## config.mk

```make
export PLATFORM = sky130hd
export DESIGN_NAME = parking_occupancy
export DESIGN_NICKNAME = d
export VERILOG_FILES = /design/src/rtl/parking_occupancy_pkg.sv /design/src/rtl/parking_occupancy_bcd_updown_digit.sv /design/src/rtl/parking_occupancy.sv
export SDC_FILE = /design/constraint.sdc
export NUM_CORES = 1
export LEC_CHECK = 0
export ABC_AREA = 1
export CAP_MARGIN = 0
export CORE_UTILIZATION = 52
export DETAILED_ROUTE_END_ITERATION = 8
export PLACE_DENSITY = 0.8
export RECOVER_POWER = 100
export SYNTH_ARGS = -nofsm -noshare
export SYNTH_HDL_FRONTEND = slang
export SYNTH_SLANG_ARGS = --single-unit
```

## constraint.sdc

```tcl
create_clock -name clk -period 2.5 [get_ports clk]
set_input_delay 0.5 -clock clk [delete_from_list [all_inputs] [get_ports clk]]
set_output_delay 0.5 -clock clk [all_outputs]
set_load 0.03 [all_outputs]
```

## src/rtl/parking_occupancy_pkg.sv

```systemverilog
// Shared constants for the parking occupancy counter and its BCD display digits.
package parking_occupancy_pkg;

  // Width of one BCD display digit.
  localparam int BCD_W = 4;

  // Largest lot the two-digit display can show.
  localparam int MAX_CAPACITY = 99;

  // Largest value a single BCD digit can hold before it wraps.
  localparam logic [BCD_W-1:0] BCD_MAX = 4'd9;

endpackage

```

## src/rtl/parking_occupancy_bcd_updown_digit.sv

```systemverilog
// One registered BCD up/down digit with 9->0 carry and 0->9 borrow.
// The digit cascades: the units digit drives the tens digit's up and down inputs.
module bcd_updown_digit
  import parking_occupancy_pkg::*;
(
  input  logic             clk,
  input  logic             rst_n,
  input  logic             clr,
  input  logic             up,
  input  logic             down,
  output logic             carry_out,
  output logic             borrow_out,
  output logic [BCD_W-1:0] digit
);

  logic [BCD_W-1:0] digit_nxt;

  // The carry and borrow are combinational so the next digit moves on the same edge.
  // Simultaneous up and down cancel out and produce neither.
  assign carry_out  = up & ~down & (digit == BCD_MAX);
  assign borrow_out = down & ~up & (digit == '0);

  // Next-digit value: wraps 9->0 going up and 0->9 going down.
  always_comb begin
    // NOTE: the default assignment first means every path assigns digit_nxt, so no latch is inferred.
    digit_nxt = digit;
    if (up && !down) begin
      digit_nxt = (digit == BCD_MAX) ? '0 : digit + BCD_W'(1);
    end else if (down && !up) begin
      digit_nxt = (digit == '0) ? BCD_MAX : digit - BCD_W'(1);
    end
  end

  // Digit register: cleared asynchronously by reset and synchronously by clr.
  always_ff @(posedge clk or negedge rst_n) begin
    if (!rst_n) begin
      digit <= '0;
    end else if (clr) begin
      digit <= '0;
    end else begin
      digit <= digit_nxt;
    end
  end

endmodule

```

## src/rtl/parking_occupancy.sv

```systemverilog
// Parking lot occupancy counter. It counts the rising edges of the entry (S) and exit (R)
// requests, saturates at 0 and CAPACITY with sticky error flags, and keeps a
// lockstep two-digit BCD copy of the count for the display.
module parking_occupancy
  import parking_occupancy_pkg::*;
#(
  parameter int CAPACITY = 20,
  parameter int CW       = 7
) (
  input  logic             clk,
  input  logic             rst_n,
  input  logic             S,
  input  logic             R,
  input  logic             clear,
  output logic [CW-1:0]    count,
  output logic [CW-1:0]    free,
  output logic [BCD_W-1:0] bcd_tens,
  output logic [BCD_W-1:0] bcd_units,
  output logic             full,
  output logic             empty,
  output logic             entry_allow,
  output logic             err_ovf,
  output logic             err_unf
);

  localparam logic [CW-1:0] CAP_V = CW'(CAPACITY);

  logic s_q;
  logic r_q;
  logic inc;
  logic dec;
  logic do_inc;
  logic do_dec;
  logic ovf_evt;
  logic unf_evt;
  logic units_carry;
  logic units_borrow;
  logic tens_carry;
  logic tens_borrow;

  // A request held high counts only once: act on its rising edge.
  assign inc = S & ~s_q;
  assign dec = R & ~r_q;

  // Simultaneous entry and exit cancel out. Otherwise the move is either taken
  // or turned into a sticky error when the count is already at a limit.
  assign do_inc  = inc & ~dec & ~full;
  assign do_dec  = dec & ~inc & ~empty;
  assign ovf_evt = (inc & ~dec & full) | tens_carry;
  assign unf_evt = (dec & ~inc & empty) | tens_borrow;

  // Status outputs are decoded directly from the count register.
  assign full        = (count == CAP_V);
  assign empty       = (count == '0);
  assign entry_allow = ~full;
  assign free        = CAP_V - count;

  // Edge-detect copies, binary count and sticky error flags.
  always_ff @(posedge clk or negedge rst_n) begin
    if (!rst_n) begin
      s_q     <= 1'b0;
      r_q     <= 1'b0;
      count   <= '0;
      err_ovf <= 1'b0;
      err_unf <= 1'b0;
    end else begin
      // NOTE: non-blocking assignments so every register samples pre-edge values, as the hardware does.
      s_q <= S;
      r_q <= R;
      if (clear) begin
        count   <= '0;
        err_ovf <= 1'b0;
        err_unf <= 1'b0;
      end else begin
        if (do_inc) begin
          count <= count + CW'(1);
        end else if (do_dec) begin
          count <= count - CW'(1);
        end
        if (ovf_evt) begin
          err_ovf <= 1'b1;
        end
        if (unf_evt) begin
          err_unf <= 1'b1;
        end
      end
    end
  end

  // Units digit moves exactly when the binary count moves.
  bcd_updown_digit u_units (
    .clk        (clk),
    .rst_n      (rst_n),
    .clr        (clear),
    .up         (do_inc),
    .down       (do_dec),
    .carry_out  (units_carry),
    .borrow_out (units_borrow),
    .digit      (bcd_units)
  );

  // The tens digit steps on a units wrap. Its own wrap would mean the count passed 99,
  // which the capacity limit rules out. That wrap is folded into the error flags as a guard.
  bcd_updown_digit u_tens (
    .clk        (clk),
    .rst_n      (rst_n),
    .clr        (clear),
    .up         (units_carry),
    .down       (units_borrow),
    .carry_out  (tens_carry),
    .borrow_out (tens_borrow),
    .digit      (bcd_tens)
  );

endmodule

```

# --- Yosys cells after proc, flatten, opt, wreduce, memory -nomap -nowiden ---
# Cells that the tools add are included.
# W data, S select, Z words.
word_totals:
  reg_bits: 19
  input_bits: 5
  output_inout_bits: 27
  elab_cells: 78
op_classes:
  n_addsub: 7
  n_eq_ne: 3
  muxes: 17
  n_bitwise: 28
  reduce_logical: 16
op_table:
  columns: ["cell", "count"]
  rows:
  - ["$mux W4", 10]
  - ["$mux W7", 3]
  - ["$and A1 B1 Y1", 16]
  - ["$not A1 Y1", 10]
  - ["$reduce_bool A3 Y1", 3]
  - ["$add A4 B1 Y4 const B", 2]
  - ["$eq A4 B4 Y1 const B", 2]
  - ["$logic_not A4 Y1", 2]
  - ["$sub A4 B1 Y4 const B", 2]
  - ["$add A7 B1 Y7 const B", 1]
  - ["$eq A7 B5 Y1 const B", 1]
  - ["$logic_not A7 Y1", 1]
  - ["$sub A5 B7 Y7 const A", 1]
  - ["$sub A7 B1 Y7 const B", 1]
  - ["$logic_and A1 B1 Y1", 4]
  - ["$logic_not A1 Y1", 4]
  - ["$mux W1", 4]
  - ["$reduce_bool A2 Y1", 2]
  - ["$or A1 B1 Y1", 2]

# --- Longest topological paths before layout ---
logic_depth:
  word_depth: 14
  ltp_mapped: 15
  ltp_nobuf: 15

# --- Cells and area by module ---
# A second synthesis with hierarchy kept.
hier_totals:
  cells_unflattened: 257
  hier_area_um2: 1809.2
by_module_without_submodules:
  columns: ["mod", "instances", "cells_per_inst", "area_each_um2", "seq_area_each_um2"]
  rows:
  - ["parking_occupancy", 1, 131, 953.4, 275.3]
  - ["bcd_updown_digit", 2, 63, 427.9, 100.1]

# --- Worst setup path after synthesis ---
# Ideal clock, no wire load.
synth_path:
  path_kind: "flip-flop to flip-flop"
  from: "register count[0]"
  to: "register count[6]"
  arrival_ps: 2302
  t_required_ps: 2383
  slack_ps: 81
  path_stages_with_launch: 15
  n_path_buf: 0
  period_less_slack_ps: 2419
  cell_sequence: "dfrtp_1 > inv_1 > ha_1 > nand2_1 > inv_1 > nand3_4 > nand2_4 > inv_2 > fa_1 > inv_1 > nand3_1 > nand3_1 > nand3_1 > nand3_1 > nand2_1"
synth_via:
  elab_chain_cells: 5
  word_cells_on_any_way: 12
  cone_classes: "add/sub (2); eq/ne (1); mux (3); bitwise (4); reduce/logical (2)"
synth_rtl:
  columns: ["item", "line_no", "source"]
  rows:
  - ["start: declaration", "parking_occupancy.sv:15", "output logic [CW-1:0] count,"]
  - ["start signal: assignment", "parking_occupancy.sv:76", "count <= count + CW'(1);"]
  - ["start signal: assignment", "parking_occupancy.sv:78", "count <= count - CW'(1);"]
  - ["$eq A7 B5 Y1 *", "parking_occupancy.sv:53", "assign full = (count == CAP_V);"]
  - ["$not A1 Y1 *", null, null]
  - ["net entry_allow", "parking_occupancy.sv:21", "output logic entry_allow,"]
  - ["$and A1 B1 Y1 *", "parking_occupancy.sv:47", "assign do_inc = inc & ~dec & ~full;"]
  - ["$mux W7", "parking_occupancy.sv:75", "if (do_inc) begin"]
  - ["$mux W7", "parking_occupancy.sv:70", "if (clear) begin"]
# Mark *: on every way through the listed nets, which the timed path passes. The rest lies on a longest branch. The select of a mux whose other input is x is not followed.
# A chain may end at the register's enable or synchronous reset.

# --- Worst setup path in the final report ---
layout_path:
  from: "register count[1]"
  to: "output free[2]"
layout_via:
  elab_chain_cells: 1
layout_rtl:
  columns: ["item", "line_no", "source"]
  rows:
  - ["$sub A5 B7 Y7", "parking_occupancy.sv:56", "assign free = CAP_V - count;"]
  - ["end: declaration", "parking_occupancy.sv:16", "output logic [CW-1:0] free,"]
# No other way between the ends.

==> metrics <==
period utilization 0.9528; register area 475.5 um^2; gpl congestion 0.8719; worst-margin pin slew 1.072 ns; max_cap viols 0; final setup skew 0.001148 ns; share of layout cells above drive strength 1 0.08303; Slew Viols, Final 0; total track usage 0.2388; DP Wirelength 2916 um; unrepaired setup endpoints after global routing false; CTS Hold Bufs 0; wire per inst 11.46 um; vias in the first global route 1,464; I/O Pins 32; sequential share of the synthesized area 0.2836; Clk pwr share 0.084; pwr/cell area 962.7 mW/mm^2; first-pass GRT wire length 6279 um; VDD IR max 0.0003999 V; Pleak 1.106 nW; initial DRC count 106; first-pass iteration count of the detailed router 4; number of flops mapped to enable cells by yosys 0; Sink Count 19; Yosys cell types 29; Root Driver clkbuf_4; NetSw 1.051 mW; grt ovf 0; CP Capture Type output pin; P_int 0.9110 mW; Initial Utilization 0.5492; H-Tree Depth 1; Hold Crit Class register to register; Residual DRC 0; Post-DRT Antenna Nets 0; Crit path arrival time 1.88 ns; die area 0.003455 mm^2; vias per std cell 5.103; sequential power share 0.243; register bit total from synthesis 19; Pwr Total 1.962 mW; Post-synth ARST share 1.000; Post-synth top flop dfrtp_1; Die X 58.78 um; clock-pin slew on the worst setup and hold paths 0.11 ns; Max clock buf depth 2; Mapped Area 0.001677 mm^2; syn_nets 256; largest net degree at the start of global routing 20; CTS tree built; startpoint types register; count of nets after finishing 297; Req. time, crit path 2.00 ns; ant diodes 0; CP max FO 3; Worst slew margin 0.2851; TritonCTS Buffers 3; row count 20; setup_tns 0 ns; worst skew pair latency 0.31 ns; YS warnings 0; Synth Instances 237; endpoints failing hold 0; Die Y 58.78 um; Fill cells 284; final setup vio count 0; status finished, final reports clean; I/O Buffers 31; post-route minimum period 2.382 ns; area delta synth->final 21.57%; area of the multi-input gates 999.7 um^2; fmax 0.4198 GHz; critical path class register to output pin; initial antenna violation count 0; via count 1,638; Comb pwr share 0.673; Routed WL 3680 um; Synth Area per Inst 7.074 um^2; Core ar. 0.003053 mm^2; Sw Share 0.5358
state kept, by name (all words and copies together), names as in the netlist:
| signal | count |
|---|---|
| err_unf | 1 |
| err_ovf | 1 |
| s_q | 1 |
| r_q | 1 |
| u_units.digit | 4 |
| count | 7 |
| u_tens.digit | 4 |
logic make-up after synthesis:
group / synth area share
AND/OR/NAND/NOR: 0.3769
buffers and inverters: 0.09925
AO/OA/AOI/OAI: 0.09478
flip-flops: 0.2836
adder cells (fa/ha/maj): 0.1090
XOR/XNOR: 0.03657
layer usage:
layer  global-route usage  part of all wire  up-vias
li1                     -                 -      850
met1               0.3250              0.47      734
met2               0.3847              0.46       47
met3              0.02637             0.051        7
met4               0.1020             0.016        0
met5                    0                 0        -
final timing paths:
kind	startpoint	end	slack (ns)	cells past startpoint
worst max-delay path	count[1]$_DFFE_PN0P_	free[2]	0.12	6
worst min-delay path	err_unf$_DFFE_PN0P_	err_unf$_DFFE_PN0P_	0.55	2
worst max register to register	count[1]$_DFFE_PN0P_	count[6]$_DFFE_PN0P_	0.27	13
worst min register to register	err_unf$_DFFE_PN0P_	err_unf$_DFFE_PN0P_	0.55	2
max in group asynchronous	rst_n	u_tens.digit[3]$_DFFE_PN0P_	0.97	2
min in group asynchronous	rst_n	count[5]$_DFFE_PN0P_	0.89	2
area by class of cell:
class,count,share of cell area
Clock buffer,3,0.01105
Clock inverter,1,0.002455
Inverter,38,0.07244
Multi-Input combinational cell,178,0.4905
Sequential cell,19,0.2333
Tap cell,44,0.02701
Timing Repair Buffer,38,0.1633
cells in the final DEF, fill, tap and decap left out, drive strengths merged:
| cell type | Yosys | layout |
|---|---|---|
| or2 | 1 | 1 |
| fa | 1 | 1 |
| dfrtp | 19 | 19 |
| o21ai | 16 | 16 |
| buf | 2 | 3 |
| clkinv | 2 | 3 |
| nand2 | 69 | 69 |
| ha | 13 | 13 |
| nor3 | 1 | 1 |
| dlygate4sd2 | 0 | 5 |
| xor2 | 5 | 5 |
| nor2 | 15 | 15 |
| dlygate4sd3 | 0 | 22 |
| a21oi | 12 | 12 |
| clkdlybuf4s50 | 0 | 2 |
| xnor2 | 2 | 2 |
| inv | 36 | 36 |
| clkbuf | 0 | 9 |
| nand3 | 33 | 33 |
| nand4 | 10 | 10 |
what timing repair did:
item | in CTS | in global routing
cloned | 0 | 0
buffers inserted | 0 | 0
resized for setup | 6 | 3
hold endpoints to repair | 0 | 0
setup endpoints to repair | 6 | 2
pin swaps | 0 | 0
through the flow:
step                instances  hold slack, ns  cell area [um^2]  worst slack [ns]    util
finish                    321          0.5531              2038            0.1179  0.6676
CTS                       321          0.5221              2096           0.02335  0.6865
global placement          317          0.5176              2076            0.1218  0.6799
floorplan                 237          0.2044              1677           0.08102       -
detailed placement        317          0.5275              2076           0.06575  0.6799
global route              321          0.5972              2038          0.007139  0.6676
cell usage after synthesis (2+ instances only):
cell type / count / area share
a21oi_1: 10 / 0.030
dfrtp_1: 19 / 0.28
ha_1: 13 / 0.097
inv_1: 33 / 0.074
inv_2: 3 / 0.0067
nand2_1: 66 / 0.15
nand2_2: 2 / 0.0075
nand3_1: 28 / 0.084
nand3_2: 2 / 0.012
nand3_4: 3 / 0.031
nand4_1: 10 / 0.037
nor2_1: 12 / 0.027
nor2_4: 2 / 0.013
o21ai_0: 12 / 0.036
o21ai_1: 3 / 0.0090
xnor2_1: 2 / 0.010
xor2_1: 5 / 0.026
critical path, cell delays in order, from the launching register on:
cell	delay (ns)
dfrtp_1	0.36
inv_1	0.07
ha_1	0.23
inv_1	0.09
nand2_1	0.09
nand2_1	0.08
clkdlybuf4s50_1	0.66
power groups by stage:
stage	Clock, mW	Combinational (mW)	Sequential (mW)
floorplan	0	0.844	0.597
global placement	0	1.39	0.484
detailed placement	0	1.41	0.486
CTS	0.169	1.38	0.480
global route	0.180	1.46	0.492
finish	0.164	1.32	0.477
No activity file was read; power rests on OpenSTA's default activity.
